[config.mk]
export PLATFORM = sky130hd
export DESIGN_NAME = rr_onehot_sched_flat
export DESIGN_NICKNAME = d
export VERILOG_FILES = /design/src/rtl/rr_onehot_sched_if.sv /design/src/rtl/rr_onehot_sched.sv /design/src/flat_wrapper.sv
export SDC_FILE = /design/constraint.sdc
export NUM_CORES = 1
export LEC_CHECK = 0
export ABC_CLOCK_PERIOD_IN_PS = 3500
export CAP_MARGIN = 20
export CORE_MARGIN = 1
export CORE_UTILIZATION = 35
export CTS_BUF_LIST = sky130_fd_sc_hd__clkbuf_4 sky130_fd_sc_hd__clkbuf_8 sky130_fd_sc_hd__clkbuf_16
export DETAILED_ROUTE_END_ITERATION = 10
export GPL_TIMING_DRIVEN = 1
export HOLD_SLACK_MARGIN = 0.02
export PLACE_DENSITY_LB_ADDON = 0.12
export RECOVER_POWER = 50
export SKIP_LAST_GASP = 1
export SLEW_MARGIN = 20
export SYNTH_ARGS = -nofsm -noshare
export SYNTH_HDL_FRONTEND = slang
export SYNTH_SLANG_ARGS = --single-unit
[constraint.sdc]
create_clock -name clk -period 3.5 [get_ports clk]
set_input_delay 0.525 -clock clk [delete_from_list [all_inputs] [get_ports clk]]
set_output_delay 0.525 -clock clk [all_outputs]
set_load 0.05 [all_outputs]
[src/rtl/rr_onehot_sched_if.sv]
// Requester-side handshake bundle for the 8-way round-robin scheduler.
// master = requester agents, slave = scheduler.
interface rr_onehot_sched_if;
    logic       en;
    logic [7:0] req;
    logic [7:0] gnt;
    logic [2:0] gnt_id;
    logic       gnt_valid;
    logic       preempt;

    modport master (output en, req, input gnt, gnt_id, gnt_valid, preempt);
    modport slave  (input en, req, output gnt, gnt_id, gnt_valid, preempt);
endinterface

[src/rtl/rr_onehot_sched.sv]
// Round-robin scheduler for one 8-way resource: registered one-hot grant,
// binary ID, hold-limit preemption and a forced idle cycle between grants.
module rr_onehot_sched #(
    parameter int MAX_HOLD = 16
) (
    input  logic              clk,
    input  logic              rst_n,
    rr_onehot_sched_if.slave  bus
);
    localparam int NUM_REQ = 8;
    localparam logic [7:0] HOLD_LIM = 8'(MAX_HOLD == 0 ? 0 : MAX_HOLD - 1);

    typedef enum logic {IDLE, GRANT} state_t;

    state_t               state;
    logic [2:0]           ptr;
    logic [7:0]           hold_cnt;
    logic [2:0]           win_id;
    logic                 win_hit;
    logic [NUM_REQ-1:0]   win_dec;

    // Scan from the farthest offset down so the lowest offset from ptr wins.
    always_comb begin
        win_hit = 1'b0;
        win_id  = ptr;
        for (int i = NUM_REQ - 1; i >= 0; i--) begin
            if (bus.req[3'(ptr + 3'(i))]) begin
                win_hit = 1'b1;
                win_id  = 3'(ptr + 3'(i));
            end
        end
    end

    for (genvar k = 0; k < NUM_REQ; k++) begin : g_dec
        assign win_dec[k] = (win_id == 3'(k));
    end

    always_ff @(posedge clk or negedge rst_n) begin
        if (!rst_n) begin
            state         <= IDLE;
            ptr           <= 3'd0;
            hold_cnt      <= 8'd0;
            bus.gnt       <= 8'h00;
            bus.gnt_id    <= 3'd0;
            bus.gnt_valid <= 1'b0;
            bus.preempt   <= 1'b0;
        end else begin
            bus.preempt <= 1'b0;
            case (state)
                IDLE: begin
                    if (bus.en && win_hit) begin
                        bus.gnt       <= win_dec;
                        bus.gnt_id    <= win_id;
                        bus.gnt_valid <= 1'b1;
                        hold_cnt      <= 8'd0;
                        state         <= GRANT;
                    end
                end
                GRANT: begin
                    if (!bus.req[bus.gnt_id] ||
                        (MAX_HOLD != 0 && hold_cnt == HOLD_LIM)) begin
                        bus.gnt       <= 8'h00;
                        bus.gnt_valid <= 1'b0;
                        ptr           <= bus.gnt_id + 3'd1;
                        bus.preempt   <= bus.req[bus.gnt_id];
                        state         <= IDLE;
                    end else if (hold_cnt != 8'hFF) begin
                        hold_cnt <= hold_cnt + 8'd1;
                    end
                end
                default: state <= IDLE;
            endcase
        end
    end
endmodule

[src/flat_wrapper.sv]
// flat-port wrapper written by rule: the top's interface ports become plain ports
module rr_onehot_sched_flat 
#(
    parameter int MAX_HOLD = 16
)
  (clk, rst_n, bus_en, bus_req, bus_gnt, bus_gnt_id, bus_gnt_valid, bus_preempt);
  rr_onehot_sched_if bus_i ();
  input  logic clk;
  input  logic rst_n;
  input wire logic [$bits(bus_i.en)-1:0] bus_en;
  input wire logic [$bits(bus_i.req)-1:0] bus_req;
  output wire logic [$bits(bus_i.gnt)-1:0] bus_gnt;
  output wire logic [$bits(bus_i.gnt_id)-1:0] bus_gnt_id;
  output wire logic [$bits(bus_i.gnt_valid)-1:0] bus_gnt_valid;
  output wire logic [$bits(bus_i.preempt)-1:0] bus_preempt;
  assign bus_i.en = bus_en;
  assign bus_i.req = bus_req;
  assign bus_gnt = bus_i.gnt;
  assign bus_gnt_id = bus_i.gnt_id;
  assign bus_gnt_valid = bus_i.gnt_valid;
  assign bus_preempt = bus_i.preempt;
  rr_onehot_sched #(.MAX_HOLD(MAX_HOLD)) u_core (.clk(clk), .rst_n(rst_n), .bus(bus_i));
endmodule
# Word-level counts from Yosys, hierarchy flattened
# Cells that the tools add are included.
[word_totals] register_bits=25 input_bits=11 out_inout_bits=13 wordCells=96
[op_classes] add_sub_neg=9 n_lt_le_gt_ge=9 n_eq_ne=13 muxes=49 bitwise=1 reduce_logical=8
[op_table] op="8-bit two-way mux" count=5
[op_table] op="3-bit by 4-bit less-than comparator with 1-bit output, second input constant" count=9
[op_table] op="8-bit one-hot mux with 2 select lines" count=2
[op_table] op="1-bit binary-select mux with 3-bit select" count=9
[op_table] op="3-bit two-way mux" count=8
[op_table] op="1-bit two-way mux" count=23
[op_table] op="3-bit adder, second input constant" count=4
[op_table] op="3-bit == test, second input constant" count=4
[op_table] op="8-bit by 1-bit adder with 8-bit output, second input constant" count=1
[op_table] op="8-bit by 4-bit == test with 1-bit output, second input constant" count=1
[op_table] op="8-bit != test, second input constant" count=1
[op_table] op="3-bit by 1-bit adder with 3-bit output, second input constant" count=2
[op_table] op="3-bit by 2-bit adder with 3-bit output, second input constant" count=2
[op_table] op="3-bit by 2-bit == test with 1-bit output, second input constant" count=2
[op_table] op="2-bit != test, second input constant" count=3
[op_table] op="2-bit AND reduction" count=3
[op_table] op="1-bit one-hot mux with 2 select lines" count=2
[op_table] op="3-bit by 1-bit == test with 1-bit output, second input constant" count=1
[op_table] op="3-bit logical NOT" count=1
[op_table] op="3-bit AND reduction" count=1
[op_table] op="2-bit by 1-bit != test with 1-bit output, second input constant" count=1
[op_table] op="1-bit logical AND" count=1
[op_table] op="1-bit logical NOT" count=1
[op_table] op="1-bit logical OR" count=1
[op_table] op="1-bit NOT" count=1

# Depth between registers and ports, before layout
# Gate-level depths: netlist of run 1.
[depth] depth_word=14 mapped_depth=12 depth_no_buf=9

# Worst setup path after synthesis of run 1
# No wires, ideal clock.
[synth_timing] path_kind="flip-flop to flip-flop" from="register u_core.ptr[0]" to="register u_core.hold_cnt[5]" setup_ps=125 arrival_time_ps=2899 required_ps=3375 slack_ps=477 stages_incl_launch_ff=13 n_path_buf=3 synth_period_minus_slack_ps=3023 path_cell_list="dfrtp_1 buf_6 inv_2 ha_1 buf_2 mux4_2 mux2i_1 nand4_1 a2111oi_4 a21oi_1 buf_2 nand4_1 mux2_2"
[synth_via] elab_chain_len=14 elab_cells_between_ends=34 classes_between="add/sub: 7; eq/ne: 1; mux: 24; reduce/logical: 2"
[synth_lines] item="start: declaration" line_no="rr_onehot_sched.sv:16" source="logic [2:0] ptr;"
[synth_lines] item="start signal: assignment" line_no="rr_onehot_sched.sv:64" source="ptr <= bus.gnt_id + 3'd1;"
[synth_lines] item="3-bit adder" line_no="rr_onehot_sched.sv:27" source="if (bus.req[3'(ptr + 3'(i))]) begin"
[synth_lines] item="1-bit binary-select mux with 3-bit select" line_no="rr_onehot_sched.sv:27"
[synth_lines] item="1-bit two-way mux (not written as such)" line_no="rr_onehot_sched.sv:27"
[synth_lines] item="1-bit two-way mux (7 in series)" line_no="rr_onehot_sched.sv:27"
[synth_lines] item="1-bit two-way mux *" line_no="rr_onehot_sched.sv:27"
[synth_lines] item="1-bit logical AND *" line_no="rr_onehot_sched.sv:51" source="if (bus.en && win_hit) begin"
[synth_lines] item="2-bit by 1-bit != test with 1-bit output (no source line) *"
[synth_lines] item="3-bit AND reduction (no source line) *"
[synth_lines] item="end signal: assignment" line_no="rr_onehot_sched.sv:68" source="hold_cnt <= hold_cnt + 8'd1;"
[synth_lines] item="end: declaration" line_no="rr_onehot_sched.sv:17" source="logic [7:0] hold_cnt;"
# Every way passes the cells marked *; elsewhere a longest branch is shown, timed or not. The select of a mux whose other input is x is not followed.
# A chain may end at the register's enable or synchronous reset.

# Worst setup path in the final report of run 1
[layout_timing] from="input bus_req[7]" to="register u_core.bus.gnt[1]"
[layout_via] elab_chain_len=13 elab_cells_between_ends=43 classes_between="eq/ne: 3; mux: 36; reduce/logical: 4"
[layout_lines] item="start: declaration" line_no="flat_wrapper.sv:11" source="input wire logic [$bits(bus_i.req)-1:0] bus_req;"
[layout_lines] item="1-bit binary-select mux with 3-bit select" line_no="rr_onehot_sched.sv:27"
[layout_lines] item="1-bit two-way mux (not written as such)" line_no="rr_onehot_sched.sv:27"
[layout_lines] item="3-bit two-way mux / 1-bit two-way mux (equally long branches) (8 in series)" line_no="rr_onehot_sched.sv:27"
[layout_lines] item="3-bit by 1-bit == test with 1-bit output / 1-bit logical AND (equally long branches)" line_no="rr_onehot_sched.sv:35, rr_onehot_sched.sv:51"
[layout_lines] item="8-bit two-way mux / 2-bit by 1-bit != test with 1-bit output (equally long branches)"
[layout_lines] item="8-bit one-hot mux with 2 select lines / 2-bit AND reduction (equally long branches)"
[layout_lines] item="end signal: assignment" line_no="rr_onehot_sched.sv:52" source="bus.gnt <= win_dec;"
[layout_lines] item="end: declaration" line_no="rr_onehot_sched_if.sv:12" source="modport slave (input en, req, output gnt, gnt_id, gnt_valid, preempt);"
# Several ways; a longest one is shown, not always the timed one. The select of a mux whose other input is x is not followed.

==> summary.md, run 1 <==
| Metric | Value |
|---|---|
| Sequential share of the synthesized area | 26.1% |
| Sequential Power Share | between 10% and 20% |
| Logic gate share of total power | approximately 80% |
| Routed wire length | 5900 µm |
| Crit. End Element | flip-flop |
| Seq cells post-synth | 25 |
| Critical path peak fanout | 7 |
| Synth warn | 0 |
| Nets | around 280 |
| CTS clk-pin slew, worst paths | ~0.080 ns |
| Final Wtd Congestion | between 0.8 and 0.9 |
| N_diodes | 0 |
| Final Hold Fails | 0 |
| Vias | approximately 2,000 |
| Unrepaired setup endpoints after global routing | no |
| Largest net degree at the start of global routing | 26 |
| Routed wire per std cell | approximately 17 µm |
| Synth Area in XOR/XNOR | 1.46% |
| Fin cells | about 340 |
| Compound-Gate Fraction of Synth Area | 19.8% |
| Worst Max-Slew Pin Slew | 1.34 ns |
| Syn Area/Cell | just under 10 µm² |
| Post-DR vias/cell | between 5 and 6 |
| Run status | completed |
| Most common flop cell mapped by yosys | dfrtp_1 |
| Fin util | 43.1% |
| Hold Path Class | flip-flop to flip-flop |
| Row cnt | 29 |
| Crit path kind | input port to flip-flop |
| Cell type with the highest aggregate area in the netlist | dfrtp_1 |
| Cts hold-fix bufs | 0 |
| Psw | ~1.6 mW |
| Net Sw Frac | approximately half |
| Worst hold slack | between 0.4 and 0.5 ns |
| Sink Count | 25 |
| Tot GR Track Use | between 10% and 20% |
| Synth cell types | 58 |
| Clock network power share | ~5.7% |
| Number of buffers added on ports | 23 |
| Top cell type's share of synthesized area | around a quarter |
| Worst Path Arrival | 3.35 ns |
| Final setup vio count | 0 |
| Drc violations | 0 |
| Clk buf depth | 2 |
| Die height | between 80 and 90 µm |
| Int Pwr | ~1.5 mW |
| Commonest non-fill, non-tap cell in the layout | dfrtp_1 |
| Initial Utilization | roughly 37% |
| Die W | 84.7 µm |
| Ratio of cells with drive above 1 in the final layout | between 20 and 25% |
| Rel. slew slack | between 10% and 20% |
| Detailed Routing Iterations Pass 1 | 7 |
| 1st-iter DRT viols | approximately 210 |
| CTS Buf Count | 3 |
| Core Box Area | 6460 µm² |
| Tmin final | around 3.2 ns |
| Startpoint Class | input port |
| Leak pwr | 1.16 nW |
| Vias in the first global route | around 2,000 |
| Post-Syn Area | roughly 2400 µm² |
| Remaining antenna violation count | 0 |
| Area growth, synth to finish | 16.4% |
| I/O pin total | 24 |
| Synth area leaders | dfrtp_1, mux4_2, mux2i_1 |
| Req. time, crit path | around 3.7 ns |
| Die area | about 7200 µm² |
| Placed cell count | 340 |
| Max Cap Violations | 0 |
| Adder-Cell Fraction of Synth Area | 2.09% |
| Largest family of logic cells by synthesized area | multiplexers |
| Most frequent cells in the layout | dfrtp_1, nor2_1, mux2i_1, clkdlybuf4s50_1 |
| First-pass GRT wire length | 10,300 µm |
| Initial antenna violation count | 0 |
| Post-Synth Simple-Gate Area | between 10% and 20% |
| Clk root buf | clkbuf_8 |
| Worst-Skew Late Latency | ~0.26 ns |
| DP HPWL | approximately 4400 µm |
| Post-route setup TNS | 0 ns |
| Post-synthesis mux area share | approximately 28% |
| Final period utilization | between 90% and 100% |
| Fin. max-slew vios | 0 |
| Pwr/cell area | about 1100 nW/µm² |
| F_max | roughly 310 MHz |
| Synthesized instance count | approximately 250 |
| Skew final | between 0.004 and 0.005 ns |
| Mapped Nets | 260 |
| Asr flop ratio synth | 100% |
| Remaining global-route overflow | 0 |
| VDD IR max | slightly above 0.0006 V |
| CTS tree | yes |
| CTS HTree Levels | 1 |
| Post-synth EDFFs | 0 |
[power by group through the flow]
stage	combinational, mW	sequential, mW	clock (mW)
after detailed placement	2.39	0.509	0
after floorplan	1.71	0.632	0
final	2.40	0.499	0.173
after CTS	2.40	0.502	0.184
after global routing	2.63	0.517	0.192
after global placement	2.39	0.505	0
[flip-flops by register name, indices dropped and copies added, names as in the netlist]
register	cells
u_core.bus.gnt	8
u_core.hold_cnt	8
u_core.bus.gnt_id	3
u_core.ptr	3
u_core.bus.gnt_valid	1
u_core.bus.preempt	1
u_core.state	1
[timing repair]
action                     CTS  global route
setup endpoints to repair    0             9
gates resized for setup      0             2
buffers inserted             0             0
[synth_stat cells (3+ instances only)]
library cell / number
dfrtp_1: 25
nor2_1: 20
mux2i_1: 18
nand2_1: 14
a21oi_1: 13
inv_1: 13
mux4_2: 12
mux2_2: 10
clkbuf_1: 9
nor3_1: 9
buf_2: 7
nand4_1: 5
nor2b_1: 5
a211oi_1: 4
a221oi_1: 4
a32o_1: 4
and3_1: 4
ha_1: 4
nand2b_1: 4
nand3_1: 4
nor4_1: 4
a21o_1: 3
a31o_2: 3
mux4_1: 3
o32ai_2: 3
[stage by stage]
step / cell area (µm²) / total power [mW] / worst slack [ns]
floorplan: 2390 / 2.34 / 0.477
global placement: 2740 / 2.90 / 0.0737
detailed placement: 2740 / 2.89 / 0.0770
CTS: 2790 / 3.08 / 0.158
global route: 2790 / 3.34 / 0.0567
finish: 2790 / 3.07 / 0.305
[logic make-up (layout without fill, tap and decap cells)]
| group | count (synthesis) | in the layout |
|---|---|---|
| DFF | 25 | 25 |
| muxes | 45 | 45 |
| buffers and inverters | 36 | 58 |
| and+or+nand+nor | 75 | 75 |
| adders and majority gates | 4 | 4 |
| xor gates and xnor gates | 4 | 4 |
| AOI/OAI and AO/OA | 56 | 56 |
[layer usage]
layer	share of wire [%]	GRT usage, %
met1	46	25.5
met2	50	29.5
met3	2.9	0.983
met4	0.93	4.47
met5	0	0
[area by class of cell]
| class | instances | area [µm²] |
|---|---|---|
| Fill cell | 636 | 3670 |
| Multi-Input combinational cell | 184 | 1620 |
| Clock buffer | 4 | 48.8 |
| Sequential cell | 25 | 626 |
| Tap cell | 77 | 96.3 |
| Inverter | 16 | 60.1 |
| Timing Repair Buffer | 38 | 339 |
[worst max-delay path, cell delays in order]
cell and delay [ns]:
dlygate4sd3_1 0.64, buf_4 0.19, mux4_2 0.51, mux2i_1 0.22, nor2b_1 0.27, o31ai_1 0.12, nor3b_2 0.17, a2111o_1 0.43
a32o_1 0.28
[path summary, 6_finish.rpt]
path                                         to  slack, ns  cells after the start                  from
min                        u_core.bus.gnt_valid       0.49                      1  u_core.bus.gnt_valid
min reg2reg                u_core.bus.gnt_valid       0.49                      1  u_core.bus.gnt_valid
max reg2reg                   u_core.bus.gnt[3]       0.31                     10         u_core.ptr[1]
max in group asynchronous    u_core.hold_cnt[4]       1.63                      2                 rst_n
max                           u_core.bus.gnt[1]       0.31                      9            bus_req[7]
min in group asynchronous     u_core.bus.gnt[2]       1.08                      2                 rst_n
Power figures use the tool's default switching activity.
==> run 2: changes to the inputs <==
--- a/config.mk
+++ b/config.mk
@@ -5,12 +5,13 @@
 export SDC_FILE = /design/constraint.sdc
 export NUM_CORES = 1
 export LEC_CHECK = 0
-export ABC_CLOCK_PERIOD_IN_PS = 3500
+export ABC_CLOCK_PERIOD_IN_PS = 2800
 export CAP_MARGIN = 20
-export CORE_MARGIN = 1
+export CORE_MARGIN = 8
 export CORE_UTILIZATION = 35
 export CTS_BUF_LIST = sky130_fd_sc_hd__clkbuf_4 sky130_fd_sc_hd__clkbuf_8 sky130_fd_sc_hd__clkbuf_16
 export DETAILED_ROUTE_END_ITERATION = 10
+export GPL_ROUTABILITY_DRIVEN = 0
 export GPL_TIMING_DRIVEN = 1
 export HOLD_SLACK_MARGIN = 0.02
 export PLACE_DENSITY_LB_ADDON = 0.12
==> constraint.sdc (replaced) <==
create_clock -name clk -period 2.8 [get_ports clk]
set_input_delay 0.42 -clock clk [delete_from_list [all_inputs] [get_ports clk]]
set_output_delay 0.42 -clock clk [all_outputs]
set_load 0.05 [all_outputs]
==> run 2 against run 1 <==
Hold slack better by 0.0015 ns. The run now ends with negative setup slack left. Die area grew 36%. Core utilization up 7.6 points. Highest routed layer unchanged. Critical endpoint is now u_core.bus.gnt[6]. Final cell count is 17% higher. Setup slack got worse by 0.39 ns. Non-clock buffer count increased by 56. Largest cell class unchanged.
==> summary.md, run 2 (synthesis results as in run 1) <==
| Metric | Value |
|---|---|
| Run status | finished with violations |
| Failing checks | negative setup slack |
| Startpoint Class | flip-flop |
| Worst hold slack | around 0.5 ns |
| Initial antenna violation count | 0 |
| Grt met2 use | between 20% and 30% |
| Number of buffers added on ports | 23 |
| Sink Count | 25 |
| Clk buf depth | 2 |
| Hold Path Class | flip-flop to flip-flop |
| Routed wire length | 7280 µm |
| Final worst slack | -0.0893 ns |
| CTS clk-pin slew, worst paths | 0.09 ns |
| Hold_sp | u_core.bus.gnt_valid |
| Tmin final | roughly 2.9 ns |
| Fin util | roughly half |
| M3 GR Usage | 1.90% |
| 1st-iter DRT viols | slightly below 80 |
| Register Area | between 600 and 700 µm² |
| CP top delay family | multiplexers |
| Area growth, synth to finish | 42.4% |
| Rel. slew slack | between 10% and 20% |
| Final Hold Fails | 0 |
| Met1 usage | approximately 17% |
| Largest regs | u_core.bus.gnt (8), u_core.hold_cnt (8) |
| Critical Path Max Stage Delay | approximately 0.44 ns |
| Req. time, crit path | 2.99 ns |
| Ratio of cells with drive above 1 in the final layout | between 40 and 50% |
| Crit. End Element | flip-flop |
| Critical path's slowest cell | dfrtp_2 |
| Placed cell count | slightly below 400 |
| Max Cap Violations | 0 |
| Nets | ~340 |
| CTS HTree Levels | 1 |
| Final period utilization | 103% |
| Core Box Area | 6720 µm² |
| Row cnt | 30 |
| First-pass GRT wire length | between 10,000 and 15,000 µm |
| Post-DR vias/cell | 5.75 |
| Worst Max-Slew Pin Slew | 1.31 ns |
| Final setup vio count | 11 |
| Tot GR Track Use | approximately 15% |
| Hold depth | 1 |
| Crit path kind | flip-flop to flip-flop |
| Most frequent cells in the layout | buf_4, dfrtp_1, nor2_1, mux2i_1 |
| CP Cell Sequence | inv_8 -> ha_4 -> buf_4 -> mux4_2 -> buf_4 -> mux2_4 -> nor3_1 -> a21oi_4 -> nand2b_1 -> o32ai_2 |
| Levels on crit path | 10 |
| Post-route setup TNS | -0.555 ns |
| N_diodes | 0 |
| Worst R2R Path Depth | 10 |
| Multi-input logic area | between 1500 and 2000 µm² |
| Commonest non-fill, non-tap cell in the layout | buf_4 |
| Top Usage Layer GRT | met2 |
| Cts hold-fix bufs | 0 |
| DP HPWL | about 5400 µm |
| I/O pin total | 24 |
| Crit-path most repeated cell | buf_4 |
| Critical path peak fanout | 6 |
| Fin cells | slightly above 400 |
| Remaining global-route overflow | 0 |
| Vias in the first global route | approximately 2,400 |
| CTS tree | yes |
| Fin. max-slew vios | 0 |
| Unrepaired setup endpoints after global routing | yes |
| F_max | approximately 350 MHz |
| Worst Path Buf+Inv | 3 |
| Routed wire per std cell | 18.1 µm |
| Largest net degree at the start of global routing | 26 |
| Detailed Routing Iterations Pass 1 | 4 |
| Worst-Skew Late Latency | between 0.2 and 0.3 ns |
| Worst Path Arrival | roughly 3.1 ns |
| Layout filler cell count | between 600 and 700 |
| Remaining antenna violation count | 0 |
| Crit path launch | u_core.ptr[0] |
| Clk root buf | clkbuf_8 |
| Initial Utilization | between 30% and 40% |
| Die height | between 90 and 100 µm |
| CTS Buf Count | 3 |
| Skew final | 0.00381 ns |
| R2r startpoint | u_core.ptr[0] |
| Vias | roughly 2,300 |
| Drc violations | 0 |
| Die W | ~99 µm |
| Die area | about 9700 µm² |
-- run 2: cell type report --
class,count,share of cell area (%)
well taps,80,2.94
clock inverters,1,0.220
flip-flops and latches,25,18.4
inverters,16,2.06
multi-input cells,184,52.6
clock buffers,3,1.21
repair buffers,94,22.6
-- run 2: final timing paths --
check / endpoint / slack (ns)
worst min register to register: u_core.bus.gnt_valid / 0.49
min in group asynchronous: u_core.bus.gnt[1] / 0.95
worst max register to register: u_core.bus.gnt[6] / -0.09
worst min-delay path: u_core.bus.gnt_valid / 0.49
worst max-delay path: u_core.bus.gnt[6] / -0.09
max in group asynchronous: u_core.ptr[0] / 0.99
-- run 2: timing repair --
| action | in CTS | in global routing |
|---|---|---|
| endpoints found under the setup margin | 19 | 20 |
| hold endpoints to repair | 0 | 0 |
| buffers inserted | 5 | 6 |
| pin swaps | 9 | 11 |
| resized for setup | 24 | 23 |
-- run 2: per-stage QoR --
stage	area [µm²]	setup WS, ns
floorplan	2450	-0.147
global placement	3120	-0.546
detailed placement	3120	-0.469
CTS	3250	-0.0557
global route	3410	-0.187
finish	3410	-0.0893
-- run 2: routing by layer --
layer  vias up  share of wire [%]
li1       1095                  -
met1      1172                 42
met2        43                 54
met3         8                3.1
met4         0               0.89
met5         -                  0
Power of run 2 is not shown: default switching activity piles up to over one toggle a cycle in this logic, so the estimate is an artifact.
==> run 3: changes to the inputs <==
--- a/config.mk
+++ b/config.mk
@@ -10,6 +10,7 @@
 export CORE_MARGIN = 8
 export CORE_UTILIZATION = 35
 export CTS_BUF_LIST = sky130_fd_sc_hd__clkbuf_4 sky130_fd_sc_hd__clkbuf_8 sky130_fd_sc_hd__clkbuf_16
+export CTS_CLUSTER_DIAMETER = 150
 export DETAILED_ROUTE_END_ITERATION = 10
 export GPL_ROUTABILITY_DRIVEN = 0
 export GPL_TIMING_DRIVEN = 1
@@ -21,3 +22,4 @@
 export SYNTH_ARGS = -nofsm -noshare
 export SYNTH_HDL_FRONTEND = slang
 export SYNTH_SLANG_ARGS = --single-unit
+export TNS_END_PERCENT = 100
==> results of run 3 <==
No change in the layout: final DEF, timing and power equal those of run 2.
Power of run 3 is left out for the same reason.
==> RTL edit 1, RTL diff (settings of run 1) <==
Reset style: synchronous (`rst_n`), changed in one clocked block.
--- a/src/rtl/rr_onehot_sched.sv
+++ b/src/rtl/rr_onehot_sched.sv
@@ -36,5 +36,5 @@
     end
 
-    always_ff @(posedge clk or negedge rst_n) begin
+    always_ff @(posedge clk) begin
         if (!rst_n) begin
             state         <= IDLE;
Check against the original RTL: differs if rst_n is asserted again (counterexample within 4 cycles, from zero or initial values and one cycle with rst_n low); with rst_n held inactive, the same outputs for 10 cycles.
==> RTL edit 1 against run 1 <==
- area after synthesis decreased by 8.1%
- highest routed layer unchanged
- die area is 7.9% lower
- sequential cell count stayed put
- clock skew shrank 0.0019 ns
- critical endpoint is now u_core.bus.gnt[1]
- final area is 7.8% lower
- count of clock-buffer cells in the layout unchanged
- worst setup slack improved by 0.021 ns
- via count is 8.3% lower
- worst hold slack got worse by 0.018 ns
- routed wire length fell by 7.2%
- core utilization decreased by 0.27 points
Power is not compared: it rests on default switching activity, and its combinational part moved more than twofold at a synthesized area within 25%.
==> RTL edit 1: results (changes against run 1) <==
Place
  – Setup WS pre-CTS: 0.133 ns (+0.0559 ns)
  – Hpwl dp: 4090 um (-8.0%)
  – Placed Cells: 315 (-7.4%)
  – Cell area after placement: 0.00252 mm^2 (-8.0%)

Finish
  – # fillers: 594 (-6.6%)
  – NumNets Final: 260 (-8.1%)
  – Layout cells sized above 1: 21.7% (-0.38 points)

GRT
  – Vias in the first global route: 1,798 (-12%)
  – Largest net degree at the start of global routing: 20 (-23%)
  – GR Util met1: 27.3% (+1.7 points)
  – First-pass GRT wire length: 9150 um (-11%)
  – GRT Util Overall: 18.4% (+0.59 points)
  – M3 GR Usage: 3.26% (+2.3 points)

Clocking
  – Max clock buf depth: 2 (unchanged)

Timing
  – Period utilization: 90.7% (-0.59 points)
  – Slew @ Worst Pin: 0.581 ns (-0.761 ns)
  – Min Hold Slack: 0.468 ns (-0.0179 ns)

Worst setup path
  – Crit. Startpoint: bus_req[4]
  – Reg2Reg Depth: 9 (-1)
  – R2R Path Start: u_core.ptr[0]
  – End of the critical path: u_core.bus.gnt[1]
  – CP Max Fanout: 12 (+5)
  – CP peak stage delay: 0.82 ns (+0.18 ns)
  – WP data arrival: 3.34 ns (about the same)
  – Reg-to-reg slack, setup: 0.34 ns (+0.03 ns)

Routing
  – Iter 0 DRT Violations: 122 (-41%)
  – Wirelength per Cell: 17.2 um (about the same)
  – Met2 wire length: 2490 um (-15%)
  – Met3 WL: 258 um (+49%)
  – Drt total wl: 5470 um (-7.2%)
  – WL met1: 2700 um (-1.2%)

Run status
  – Outcome: completed

Synth
  – Main synth FF type: dfxtp_1
  – Synth area leaders: dfxtp_1 23%, mux4_2 19%, mux2i_1 5.9%
  – Post-synthesis sequential area ratio: 22.8% (-3.4 points)
  – Syn nets: 236 (-9.2%)
  – Cells after Synth: 221 (-9.8%)
  – Xor/xnor share of the synthesized area: 3.98% (+2.5 points)
  – Mux contribution to synthesized area: 30.0% (+2.0 points)
  – Compound-Gate Fraction of Synth Area: 22.2% (+2.4 points)
  – Ys async rst share: 0% (-100 points)
  – Commonest cells in the netlist: 25 x dfxtp_1, 21 x nor2_1, 19 x mux4_2
  – Synth Area in Adders: 2.28% (+0.18 points)
  – Synth cell types: 48 (-17%)

Min path
  – Endpoint, Worst Hold: u_core.bus.gnt[5]
-- RTL edit 1: changes by cell type in the layout (fill, tap and decap cells not counted), sizes merged, moves of 6 or more --
cell,before,now
dfrtp,25,0
dfxtp,0,25
clkdlybuf4s50,16,9
dlygate4sd3,7,14
inv,15,9
mux2i,19,13
-- RTL edit 1: area by class of cell --
class	instances	area, um^2	share of cell area, %
inverter	9	33.8	1.32
tap	75	93.8	3.65
timing repair buffer	34	313	12.2
clock buffer	4	48.8	1.90
sequential	25	500	19.5
multi-input combinational	172	1580	61.5
-- RTL edit 1: power groups by stage --
stage                     Combinational (mW)  Clock (mW)  Sequential, mW
after floorplan                        0.314           0           0.367
after global placement                 0.479           0           0.330
after detailed placement               0.477           0           0.330
after CTS                              0.479       0.188           0.323
after global routing                   0.514       0.199           0.326
final                                  0.471       0.179           0.322
-- RTL edit 1: logic make-up after synthesis --
group	Yosys count
flops	25
buf+inv	24
simple gates	60
xor+xnor	10
compound gates	57
fa+ha+maj	4
mux	41
==> RTL edit 2, RTL diff (flow settings as in run 1) <==
Made on the original files. `MAX_HOLD` is set to 16 in 2 places; all go to 12.
--- a/src/rtl/rr_onehot_sched.sv
+++ b/src/rtl/rr_onehot_sched.sv
@@ -2,5 +2,5 @@
 // binary ID, hold-limit preemption and a forced idle cycle between grants.
 module rr_onehot_sched #(
-    parameter int MAX_HOLD = 16
+    parameter int MAX_HOLD = 12
 ) (
     input  logic              clk,
--- a/src/flat_wrapper.sv
+++ b/src/flat_wrapper.sv
@@ -2,5 +2,5 @@
 module rr_onehot_sched_flat 
 #(
-    parameter int MAX_HOLD = 16
+    parameter int MAX_HOLD = 12
 )
   (clk, rst_n, bus_en, bus_req, bus_gnt, bus_gnt_id, bus_gnt_valid, bus_preempt);
Behaviour: no difference found for any inputs over 10 cycles, from zero or initial values and one cycle with rst_n low; that may be too few to reach the edited logic, so the function may still have changed.
==> RTL edit 2 against run 1 <==
- the run now ends with DRC left
- global-route usage increased by 0.40 points
- area after synthesis decreased by 0.42%
- cell count decreased by 0.29%
- routed wire length increased by 5.0%
- first-iteration DRC count decreased by 23%
- total power increased by 1.0%
- synthesized cell count increased by 0.82%
- worst setup slack got worse by 0.0029 ns
- sequential share of layout area increased by 0.41 points
- core utilization decreased by 0.77 points
- final area decreased by 1.8%
- sequential cell count unchanged
- largest cell class unchanged
- largest power group unchanged
==> RTL edit 2: results (changes against run 1) <==
Run status
  – Outcome: finished, violations left
  – Failing checks: DRC

Timing
  – Period utilization: 91.4% (about the same)
  – Slew margin rel.: 9.97% (-0.54 points)
  – Final clock skew: 0.00665 ns (+0.00234 ns)

Routing
  – Iter 0 DRT Violations: 160 (-23%)
  – WL met1: 3050 um (+12%)
  – Drc violations: 2 (+2)
  – Vias: 2,082 (+1.8%)
  – Met2 wire length: 2840 um (-3.3%)
  – Vias/cell: 6.07 (+2.1%)
  – Met3 WL: 279 um (+61%)
  – Wirelength per Cell: 18.1 um (+5.3%)

Clocking
  – Worst-Skew Late Latency: 0.27 ns
  – CTS Buf Count: 3 (unchanged)
  – Reg clk slew, reported paths: 0.09 ns

Place
  – Setup WS pre-CTS: 0.147 ns (+0.0701 ns)
  – Cell area after placement: 0.00269 mm^2 (-1.6%)
  – RD Place Congestion: 0.880 (+6.5%)
  – Hpwl dp: 4540 um (+2.2%)

Worst setup path
  – CP Max Fanout: 13 (+6)
  – Family with the most delay on the worst path: compound AO/OA/AOI/OAI gates
  – Slowest CP cell: ha_1
  – CP peak stage delay: 0.61 ns (-0.03 ns)
  – WP data arrival: 3.37 ns (+0.02 ns)
  – Crit. Startpoint: u_core.ptr[0]
  – R2R Path Start: u_core.ptr[0]
  – End of the critical path: u_core.hold_cnt[7]

Power and ir drop
  – Power Combinational: 2.40 mW (about the same)
  – Switching share of total power: 51.1% (-0.14 points)
  – Combinational share of power: 77.6% (-0.5 points)
  – Static Leak: 1.12 nW (-3.8%)
  – Peak supply drop: 465 uV (-25%)

Synth
  – Avg Cell Area, Syn: 9.65 um^2 (-1.2%)
  – Synth cell types: 53 (-8.6%)
  – Synth area leaders: dfrtp_1 26%, mux4_2 16%, mux2i_1 6.3%
  – Commonest cells in the netlist: 29 x nand2_1, 25 x dfrtp_1, 17 x a21oi_1, 17 x mux4_2, 15 x mux2i_1
  – Synth Area in Adders: 2.10% (+0.0088 points)
  – Mux contribution to synthesized area: 28.3% (+0.33 points)
  – Warnings from Yosys: 0 (unchanged)
  – Xor/xnor share of the synthesized area: 2.52% (+1.1 points)
  – Syn nets: 262 (+0.77%)
  – Compound-Gate Fraction of Synth Area: 19.1% (-0.65 points)
  – Post-synthesis sequential area ratio: 26.2% (+0.11 points)

GRT
  – Vias in the first global route: 1,980 (-2.8%)
  – Routing usage on met2: 29.0% (-0.44 points)
  – Largest net degree at the start of global routing: 26 (unchanged)
  – GRT Util Overall: 18.2% (+0.40 points)
  – Initial antenna violation count: 0 (unchanged)
  – First-pass GRT wire length: 10,400 um (+0.60%)
  – GR Util met1: 26.9% (+1.4 points)
  – M3 GR Usage: 2.95% (+2.0 points)

Finish
  – # fillers: 642 (+0.94%)
  – Ant diodes: 0 (unchanged)
  – NumNets Final: 282 (-0.35%)
  – Layout cells sized above 1: 18.8% (-3.3 points)

Min path
  – WHS Path Cells: 2 (+1)
  – Hold Crit Class: reg -> reg
RTL edit 2: area by class of cell:
type / count / area, um^2 / share of cell area (%)
tap: 77 / 96.3 / 3.52
timing repair buffer: 34 / 309 / 11.3
sequential: 25 / 626 / 22.9
clock inverter: 1 / 5.00 / 0.183
clock buffer: 3 / 41.3 / 1.51
inverter: 7 / 26.3 / 0.961
multi-input combinational: 196 / 1630 / 59.7
RTL edit 2: worst min-delay path by stage:
stage,endpoint,start,slack (ns)
2_1_floorplan,u_core.bus.gnt[0],rst_n,0.23
3_3_place_gp,u_core.bus.gnt_valid,u_core.bus.gnt_valid,0.46
3_5_place_dp,u_core.bus.gnt_valid,u_core.bus.gnt_valid,0.47
4_1_cts,u_core.bus.gnt_valid,u_core.bus.gnt_valid,0.49
5_1_grt,u_core.bus.gnt[2],u_core.bus.gnt[2],0.52
6_report,u_core.bus.gnt_valid,u_core.bus.gnt_valid,0.49
